--- src/rtl/sr_latch_writer.sv ---
// Write controller for an external SR latch: drives S/R around an E pulse,
// then checks synchronized Q/Qbar feedback and retries a bounded number of times.
//
// state  | meaning
// IDLE   | ready for a request; done/err pulse shows here
// SETUP  | S/R driven, E low
// PULSE  | S/R driven, E high
// HOLD   | S/R driven, E low
// SETTLE | all drives low, feedback propagates through synchronizers
// CHECK  | compare synchronized feedback against captured data
module sr_latch_writer #(
  parameter int SETUP_CYC  = 1,
  parameter int PULSE_CYC  = 2,
  parameter int HOLD_CYC   = 1,
  parameter int SETTLE_CYC = 2,
  parameter int RETRY_MAX  = 2
) (
  input  logic clk,
  input  logic reset,
  input  logic req_valid,
  input  logic req_data,
  output logic req_ready,
  output logic S,
  output logic R,
  output logic E,
  input  logic Q_fb,
  input  logic Qbar_fb,
  output logic busy,
  output logic done,
  output logic err
);
  localparam int CW = 16;
  localparam int RW = (RETRY_MAX < 1) ? 1 : $clog2(RETRY_MAX + 1);

  typedef enum logic [2:0] {
    IDLE   = 3'd0,
    SETUP  = 3'd1,
    PULSE  = 3'd2,
    HOLD   = 3'd3,
    SETTLE = 3'd4,
    CHECK  = 3'd5
  } state_t;

  state_t        r_state;
  logic [CW-1:0] r_cnt;
  logic [RW-1:0] r_retry;
  logic          r_data;
  logic [1:0]    r_q_sync;
  logic [1:0]    r_qb_sync;
  logic          r_s;
  logic          r_r;
  logic          r_e;
  logic          r_done;
  logic          r_err;
  logic          w_pass;

  // A Q==Qbar reading always fails one of the two terms.
  assign w_pass = (r_q_sync[1] == r_data) && (r_qb_sync[1] == ~r_data);

  always_ff @(posedge clk) begin
    if (reset) begin
      r_state   <= IDLE;
      r_cnt     <= '0;
      r_retry   <= '0;
      r_data    <= 1'b0;
      r_q_sync  <= 2'b00;
      r_qb_sync <= 2'b00;
      r_s       <= 1'b0;
      r_r       <= 1'b0;
      r_e       <= 1'b0;
      r_done    <= 1'b0;
      r_err     <= 1'b0;
    end else begin
      r_q_sync  <= {r_q_sync[0], Q_fb};
      r_qb_sync <= {r_qb_sync[0], Qbar_fb};
      r_done    <= 1'b0;
      r_err     <= 1'b0;
      case (r_state)
        IDLE: begin
          if (req_valid) begin
            r_data  <= req_data;
            r_retry <= '0;
            r_cnt   <= CW'(SETUP_CYC - 1);
            r_s     <= req_data;
            r_r     <= ~req_data;
            r_e     <= 1'b0;
            r_state <= SETUP;
          end
        end
        SETUP: begin
          if (r_cnt == '0) begin
            r_cnt   <= CW'(PULSE_CYC - 1);
            r_e     <= 1'b1;
            r_state <= PULSE;
          end else begin
            r_cnt <= r_cnt - 1'b1;
          end
        end
        PULSE: begin
          if (r_cnt == '0) begin
            r_cnt   <= CW'(HOLD_CYC - 1);
            r_e     <= 1'b0;
            r_state <= HOLD;
          end else begin
            r_cnt <= r_cnt - 1'b1;
          end
        end
        HOLD: begin
          if (r_cnt == '0) begin
            r_cnt   <= CW'(SETTLE_CYC - 1);
            r_s     <= 1'b0;
            r_r     <= 1'b0;
            r_state <= SETTLE;
          end else begin
            r_cnt <= r_cnt - 1'b1;
          end
        end
        SETTLE: begin
          if (r_cnt == '0) begin
            r_state <= CHECK;
          end else begin
            r_cnt <= r_cnt - 1'b1;
          end
        end
        CHECK: begin
          if (w_pass) begin
            r_done  <= 1'b1;
            r_state <= IDLE;
          end else if (r_retry == RW'(RETRY_MAX)) begin
            r_err   <= 1'b1;
            r_state <= IDLE;
          end else begin
            r_retry <= r_retry + 1'b1;
            r_cnt   <= CW'(SETUP_CYC - 1);
            r_s     <= r_data;
            r_r     <= ~r_data;
            r_state <= SETUP;
          end
        end
        default: begin
          r_state <= IDLE;
          r_s     <= 1'b0;
          r_r     <= 1'b0;
          r_e     <= 1'b0;
        end
      endcase
    end
  end

  assign req_ready = (r_state == IDLE) && !reset;
  assign busy      = (r_state != IDLE);
  assign S         = r_s;
  assign R         = r_r;
  assign E         = r_e;
  assign done      = r_done;
  assign err       = r_err;

endmodule

--- config.mk ---
export PLATFORM = sky130hd
export DESIGN_NAME = sr_latch_writer
export DESIGN_NICKNAME = d
export VERILOG_FILES = /design/src/rtl/sr_latch_writer.sv
export SDC_FILE = /design/constraint.sdc
export NUM_CORES = 1
export LEC_CHECK = 0
export ABC_AREA = 1
export BUFFER_PORTS_ARGS = -buffer_cell sky130_fd_sc_hd__buf_4
export CAP_MARGIN = 20
export CORE_MARGIN = 1.5
export CORE_UTILIZATION = 40
export CTS_CLUSTER_SIZE = 10
export DETAILED_ROUTE_END_ITERATION = 12
export REMOVE_ABC_BUFFERS = 1
export SETUP_SLACK_MARGIN = 0.05
export SYNTH_ARGS = -nofsm -noshare
export SYNTH_HDL_FRONTEND = slang
export SYNTH_SLANG_ARGS = --single-unit
--- constraint.sdc ---
create_clock -name clk -period 1.92 [get_ports clk]
set_input_delay 0.192 -clock clk [delete_from_list [all_inputs] [get_ports clk]]
set_output_delay 0.192 -clock clk [all_outputs]
set_load 0.01 [all_outputs]
# Word-level counts from Yosys, hierarchy flattened
# Index checks and enable logic that the tools add are counted.
[op_classes]
n_addsub = 2
eq_ne = 16
n_mux = 33
bitwise = 5
n_reduce_logical = 19
[ops]
columns = ["operator", "n"]
rows = [
  ["$mux W16", 6],
  ["$pmux W16 S5", 1],
  ["$pmux W3 S6", 1],
  ["$logic_not A16 Y1", 1],
  ["$ne A2 B2 Y1 const B", 8],
  ["$sub A16 B1 Y16 const B", 1],
  ["$mux W3", 5],
  ["$reduce_and A5 Y1", 3],
  ["$mux W1", 13],
  ["$pmux W1 S4", 3],
  ["$reduce_or A3 Y1", 3],
  ["$reduce_and A4 Y1", 2],
  ["$eq A3 B2 Y1 const B", 2],
  ["$eq A3 B3 Y1 const B", 2],
  ["$mux W2", 3],
  ["$not A1 Y1", 5],
  ["$reduce_bool A5 Y1", 1],
  ["$pmux W2 S2", 1],
  ["$reduce_or A2 Y1", 2],
  ["$eq A3 B1 Y1 const B", 1],
  ["$logic_not A3 Y1", 1],
  ["$reduce_bool A3 Y1", 1],
  ["$add A2 B1 Y2 const B", 1],
  ["$eq A1 B1 Y1", 2],
  ["5 further kinds", 6],
]
[word_totals]
register_bits = 31
output_inout_bits = 7

# Logic depth before layout (Yosys ltp)
# Gate-level depths: netlist of run 1.
[logic_depth]
depth_word = 5
depth_mapped = 12

# Worst setup path after synthesis of run 1
# OpenSTA, ideal clock, no wires.
[synth_timing]
kind = "register -> register"
from = "register r_cnt[0]"
to = "register r_cnt[0]"
arrival_time_ns = 1.470
slack_ns = 0.333
path_stages_with_launch = 11
path_buffers = 1
synth_period_minus_slack_ns = 1.587
path_cell_list = "dfxtp_1 > inv_1 > ha_1 > nand2_1 > nor2_1 > nand3_1 > nor2_1 > nor2_1 > buf_6 > o21ai_0 > nor2_1"
[synth_between]
elab_chain_cells = 3
word_cells_on_any_way = 8
[synth_lines]
columns = ["element", "line", "text"]
rows = [
  ["start, declared", "45", "logic [CW-1:0] r_cnt;"],
  ["start signal, assigned", "83", "r_cnt <= CW'(SETUP_CYC - 1);"],
  ["start signal, assigned", "92", "r_cnt <= CW'(PULSE_CYC - 1);"],
  ["start signal, assigned", "96", "r_cnt <= r_cnt - 1'b1;"],
  ["$sub A16 B1 Y16 or $logic_not A16 Y1 (tied branches)", "-", ""],
  ["$mux W16 (tied with other cells)", "119", "if (r_cnt == '0) begin"],
  ["$pmux W16 S5 or $reduce_and A5 Y1 (tied branches)", "-", ""],
]
# Parallel ways exist; a longest one is shown, timed or not. The select of a mux whose other input is x is not followed.
# A chain may end at the register's enable or synchronous reset.

# Worst setup path after layout of run 1
[layout_timing]
from = "register r_cnt[0]"
to = "register r_cnt[1]"
# Same word-level chain as after synthesis.

==> flow_metrics.py, run 1 <==
metrics = {
    "finish": {
        "nFillCells": 446,
        "syn_to_final_growth_pct": 17.5,
        "stdcell_count": 350,
        "nNetsFinal": 307,
        "n_antenna_cell": 0,
        "drive_gt1_share_pct": 15.7,
    },
    "synthesis": {
        "async_flop_share_pct": 0,
        "ys_warn_count": 0,
        "synthCells": 273,
        "syn_area_sq_um": 1760,
        "synth_ff_type": "dfxtp_1",
        "synth-edff-count": 0,
        "ys_seq_area_share_pct": 35.3,
        "avgSynthCellArea_sq_um": 6.44,
        "ys_seq_elements": 31,
        "synthDistinctLibCells": 31,
    },
    "global_routing": {
        "antenna_found_initial": 0,
        "gr-total-overflow": 0,
        "first_global_vias": 1515,
        "grt.busiest_layer": "met2",
        "gr-usage-met2_pct": 25.1,
        "grt_max_degree": 15,
        "use_met3_pct": 4.51,
        "grt.total_usage_pct": 17.2,
        "grt_pass1_wl_um": 6790,
        "global_route.usage.met1_pct": 24.4,
    },
    "drt": {
        "drt_iter0_markers": 102,
        "viasPerCell": 4.79,
        "firstDrtPassIters": 4,
        "post_drt_wl_per_cell_um": 11.1,
        "wirelength_um": 3880,
        "drc": 0,
        "postRouteAntennaNets": 0,
        "vias": 1675,
    },
    "pwr": {
        "ir_worst_vdd_mv": 0.835,
        "p_per_area_nw_per_um2": 2040,
        "p_leak_uw": 0.000993,
    },
    "floorplanning": {
        "fp.dieH_um": 69.3,
        "io_pins": 13,
        "die_x_um": 69.3,
        "dieArea_sq_um": 4800,
        "coreArea_sq_um": 4120,
        "rows": 23,
        "initial_core_util_pct": 42.7,
    },
    "setup_path": {
        "slowest_delay_ns": 0.32,
        "critical_path_buf_inv_count": 3,
        "crit_chain": "inv_1, ha_1, buf_4, nand3_1, nor2_2, nand3_4, nand3_1, nand2_4, buf_4, a21oi_1",
        "startpoint_type": "flip-flop",
        "crit_family": "simple AND/OR/NAND/NOR gates",
        "crit_type": "flip-flop to flip-flop",
        "crit_fanout": 5,
        "worstPathArrival_ns": 1.92,
        "end_kind": "flip-flop",
        "slowest_stage": "dfxtp_1",
        "crit_required_ns": 2.13,
    },
    "sta": {
        "rsz0062_at_grt": "true",
        "hold_viol": 0,
        "fin_setup_tns_ns": 0,
        "finClkSkew_ns": 0.00439,
        "slew_headroom_pct": 78.2,
        "final.min_clock_period_ns": 1.71,
        "worst_slew_pin_slew_ns": 0.324,
        "setup-violations-final": 0,
        "period_share_pct": 88.9,
        "fmax_mhz": 586,
        "finalMaxSlewViolations": 0,
        "fin_ws_ns": 0.213,
        "whs_ns": 0.110,
    },
    "placed_design": {
        "dpl.cell_count": 340,
        "place.gp.congestion": 0.841,
        "port_buffers": 12,
        "pre_cts_ws_ns": 0.0182,
        "dp_hpwl_um": 2970,
    },
    "clocking": {
        "clock_path_buffers": 2,
        "htree_levels": 2,
        "clock_sinks": 31,
        "cts_tree": "done",
        "cts_buffers": 5,
        "clkLatencyLatePin_ns": 0.28,
        "path_clk_slew_ns": 0.07,
        "clock-root-buffer": "clkbuf_8",
        "holdBufCountCts": 0,
    },
    "status": {
        "status": "finished, final reports clean",
    },
    "run": {
        "cap_violations": 0,
    },
    "worst_hold_path": {
        "hold_path_class": "primary input to flip-flop",
    },
}
-- metal layers --
metal / vias up / share of wire (%)
met5: - / 0
li1: 917 / -
met2: 18 / 42
met4: 0 / 1.5
met3: 6 / 3.5
met1: 734 / 53
-- state kept, by name, indices dropped and copies added (netlist names) --
signal and cells:
S 1, E 1, r_state 3, r_cnt 16, r_q_sync 2, r_retry 2
r_data 1, R 1, r_qb_sync 2, err 1, done 1
-- kinds of logic (layout without fill, tap and decap cells) --
| logic type | after synthesis | count (layout) | share of synthesized area [%] |
|---|---|---|---|
| DFF | 31 | 31 | 35.3 |
| adders and majority gates | 2 | 2 | 1.42 |
| buffers and inverters | 47 | 74 | 11.1 |
| and+or+nand+nor | 161 | 161 | 41.5 |
| AOI/OAI and AO/OA | 30 | 30 | 9.74 |
| xor gates and xnor gates | 2 | 2 | 0.996 |
-- timing repair --
item	4_1_cts	5_1_grt
endpoints found under the setup margin	7	13
buffers inserted	0	2
hold endpoints to repair	0	0
gates resized for setup	1	5
pin swaps	0	2
-- cell usage in the layout (no fill, tap or decap), types with 3 or more instances in the layout --
cell type  instances
clkbuf_8           5
buf_4             22
nand4_1            6
inv_1             42
nor3_1             5
o21ai_0            9
nand2_2            3
nor2_2             6
o21bai_1           3
nand2_1           60
dfxtp_1           31
nand3_1           23
a21oi_1           13
nor2_1            45
nand2_4            3
-- power breakdown --
group	total (uW)	switching (uW)	leakage [uW]	internal, uW
Sequential	1040	185	0.000254	859
Clock	490	236	0.0000422	254
Combinational	2690	1610	0.000697	1080
-- per-stage QoR --
| stage | total power, uW | utilization [%] | instance area, sq um |
|---|---|---|---|
| 6_report | 4230 | 50.2 | 2070 |
| 5_1_grt | 4700 | 50.2 | 2070 |
| 4_1_cts | 4140 | 49.3 | 2030 |
| 3_5_place_dp | 3640 | 47.3 | 1950 |
| 3_3_place_gp | 3650 | 47.3 | 1950 |
| 2_1_floorplan | 2880 | - | 1730 |
-- area by class of cell --
type | count | area [sq um] | share of cell area, %
clock buffer | 7 | 76.3 | 3.69
clock inverter | 1 | 5.00 | 0.242
inverter | 44 | 169 | 8.17
multi-input combinational | 195 | 968 | 46.9
sequential | 31 | 621 | 30.0
tap | 50 | 62.6 | 3.03
timing repair buffer | 22 | 165 | 7.99
-- Yosys cell counts (2+ instances only) --
| cell | n | area share, % |
|---|---|---|
| a21oi_1 | 13 | 3.7 |
| buf_6 | 2 | 1.3 |
| dfxtp_1 | 31 | 35 |
| ha_1 | 2 | 1.4 |
| inv_1 | 42 | 9.0 |
| nand2_1 | 60 | 13 |
| nand2_2 | 4 | 1.4 |
| nand2_4 | 2 | 1.3 |
| nand3_1 | 23 | 6.5 |
| nand3_2 | 2 | 1.1 |
| nand3b_1 | 2 | 0.85 |
| nand4_1 | 6 | 2.1 |
| nor2_1 | 48 | 10 |
| nor2_2 | 4 | 1.4 |
| nor3_1 | 5 | 1.4 |
| nor3b_1 | 2 | 0.85 |
| o21ai_0 | 9 | 2.6 |
| o21bai_1 | 3 | 1.3 |
-- worst paths after layout --
kind / startpoint / endpoint / slack (ns) / cells past startpoint
setup / recovery: r_cnt[0]$_SDFFE_PP0P_ / r_cnt[1]$_SDFFE_PP0P_ / 0.21 / 10
hold / removal: Qbar_fb / r_qb_sync[0]$_SDFF_PP0_ / 0.11 / 3
setup reg to reg: r_cnt[0]$_SDFFE_PP0P_ / r_cnt[1]$_SDFFE_PP0P_ / 0.21 / 10
hold reg to reg: r_q_sync[0]$_SDFF_PP0_ / r_q_sync[1]$_SDFF_PP0_ / 0.40 / 2
-- worst min-delay path: cells and delay by family --
kind | cells | cell delay (ns)
buffers and inverters | 2 | 0.10
and+or+nand+nor | 1 | 0.06
No activity file was read; power rests on OpenSTA's default activity.
==> run 2, diff against run 1 <==
Settings changed: PLACE_DENSITY set to 0.63.
==> flow_metrics.py, run 2 (synthesized netlist as in run 1, its figures left out) <==
metrics = {
    "global_routing": {
        "grt.total_usage_pct": 18.2,
        "antenna_found_initial": 0,
        "gr-total-overflow": 0,
        "first_global_vias": 1612,
        "grt_max_degree": 15,
        "grt_pass1_wl_um": 7110,
    },
    "worst_hold_path": {
        "hold-path-cell-count": 3,
        "hold_path_class": "primary input to flip-flop",
        "min_from": "Q_fb",
        "hold_path_end": "r_q_sync[0]$_SDFF_PP0_",
    },
    "drt": {
        "firstDrtPassIters": 4,
        "viasPerCell": 4.89,
        "vias": 1697,
        "postRouteAntennaNets": 0,
        "drt_iter0_markers": 86,
        "wirelength_um": 3960,
        "drc": 0,
        "post_drt_wl_per_cell_um": 11.4,
    },
    "floorplanning": {
        "coreArea_sq_um": 4120,
        "io_pins": 13,
        "dieArea_sq_um": 4800,
        "die_x_um": 69.3,
        "rows": 23,
        "fp.dieH_um": 69.3,
        "initial_core_util_pct": 42.7,
    },
    "sta": {
        "worst_slew_pin_slew_ns": 0.367,
        "finalMaxSlewViolations": 0,
        "rsz0062_at_grt": "false",
        "setup-violations-final": 0,
        "period_share_pct": 90.9,
        "hold_viol": 0,
        "finClkSkew_ns": 0.00463,
        "fin_setup_tns_ns": 0,
        "fin_ws_ns": 0.174,
        "fmax_mhz": 573,
        "slew_headroom_pct": 75.4,
        "final.min_clock_period_ns": 1.75,
    },
    "clocking": {
        "clock-root-buffer": "clkbuf_8",
        "cts_buffers": 5,
        "clock_path_buffers": 2,
        "cts_tree": "done",
        "path_clk_slew_ns": 0.07,
        "clkLatencyLatePin_ns": 0.28,
        "clock_sinks": 31,
        "htree_levels": 2,
    },
    "placed_design": {
        "pre_cts_ws_ns": -0.000169,
        "place_area_sq_um": 1930,
        "dp_hpwl_um": 2960,
        "place.gp.congestion": 0.887,
        "port_buffers": 12,
    },
    "finish": {
        "final_cell_mix": "nand2_1 (60), nor2_1 (45), inv_1 (42)",
        "nNetsFinal": 305,
        "n_antenna_cell": 0,
        "top_register": "r_cnt",
        "syn_to_final_growth_pct": 18.1,
        "nFillCells": 436,
        "fin_area_sq_um": 2080,
        "top_regs": "r_cnt x16, r_state x3",
        "drive_gt1_share_pct": 16.2,
        "final_common_cell": "nand2_1",
        "largest_reg_flops": 16,
        "utilization_pct": 50.5,
    },
    "setup_path": {
        "rrSetupSlack_ns": 0.17,
        "startpoint_type": "flip-flop",
        "reg2reg_depth": 10,
        "crit_required_ns": 2.14,
        "crit_fanout": 5,
        "worstPathArrival_ns": 1.96,
        "end_kind": "flip-flop",
        "crit_type": "flip-flop to flip-flop",
        "r2r_end": "r_cnt[1]$_SDFFE_PP0P_",
        "reg2reg_from": "r_cnt[0]$_SDFFE_PP0P_",
    },
    "pwr": {
        "p_comb_share_pct": 63.4,
        "p_per_area_nw_per_um2": 2060,
        "swShare_pct": 48.7,
        "ir_worst_vdd_mv": 0.913,
        "clkPwrFrac_pct": 12.2,
        "p_seq_share_pct": 24.4,
        "p_leak_uw": 0.000994,
        "switchingPower_uw": 2090,
        "intPower_uw": 2200,
    },
    "status": {
        "status": "finished, final reports clean",
    },
    "run": {
        "cap_violations": 0,
    },
}
run 2: cell types whose count changed in the layout (fill, tap and decap cells not counted), sizes merged:
cell	delta
clkbuf	-1
buf	-2
run 2: routing by layer:
metal / track usage, % / routed length (um) / vias to the layer above
met5: 0 / 0 / -
met3: 3.49 / 100 / 6
met4: 8.50 / 88 / 0
met2: 28.1 / 1770 / 21
met1: 24.5 / 2010 / 763
li1: - / - / 907
run 2: through the flow:
| stage | hold slack (ns) | instances | power [uW] |
|---|---|---|---|
| 2_1_floorplan | 0.261 | 270 | 2880 |
| 3_3_place_gp | 0.390 | 338 | 3570 |
| 3_5_place_dp | 0.395 | 338 | 3590 |
| 4_1_cts | 0.101 | 345 | 4140 |
| 5_1_grt | 0.126 | 347 | 4780 |
| 6_report | 0.106 | 347 | 4290 |
run 2: cell type report:
cell class                 count  area [sq um]  area share [%]
clock inverter                 1          5.00           0.241
timing repair buffer          20           150            7.22
clock buffer                   6          82.6            3.97
sequential                    31           621            29.9
tap                           50          62.6            3.01
multi-input combinational    195           988            47.6
inverter                      44           169            8.13
run 2: power groups by stage:
| stage | registers (uW) | clock network [uW] | logic [uW] |
|---|---|---|---|
| finish | 1050 | 523 | 2720 |
| global route | 1080 | 574 | 3130 |
| CTS | 1040 | 544 | 2560 |
| detailed placement | 1050 | 0 | 2540 |
| global placement | 1050 | 0 | 2520 |
| floorplan | 1020 | 0 | 1860 |
run 2: how the worst max path moves through the flow:
stage | start | to | slack (ns)
floorplan | r_cnt[0]$_SDFFE_PP0P_ | r_cnt[15]$_SDFFE_PP0P_ | 0.25
global placement | r_cnt[0]$_SDFFE_PP0P_ | r_cnt[15]$_SDFFE_PP0P_ | 0.07
detailed placement | r_cnt[0]$_SDFFE_PP0P_ | r_cnt[2]$_SDFFE_PP0P_ | -0.0002
CTS | r_cnt[0]$_SDFFE_PP0P_ | r_cnt[11]$_SDFFE_PP0P_ | 0.06
global route | r_cnt[0]$_SDFFE_PP0P_ | r_cnt[11]$_SDFFE_PP0P_ | 0.04
finish | r_cnt[0]$_SDFFE_PP0P_ | r_cnt[1]$_SDFFE_PP0P_ | 0.17
run 2: repair_timing:
item                                    in CTS  in global routing
pin swaps                                    0                  0
hold buffers                                 0                  0
resized for setup                            1                 10
hold endpoints to repair                     0                  0
buffers inserted                             0                  2
endpoints found under the setup margin       9                 17
run 2: critical path, cell delays in order (launching register included):
cell and delay [ns]:
dfxtp_1 0.32, inv_1 0.11, ha_1 0.19, buf_4 0.12, nand3_1 0.14, nor2_4 0.18
nand3_4 0.11, nand3_1 0.15, nand2_4 0.09, buf_4 0.16, a21oi_1 0.11
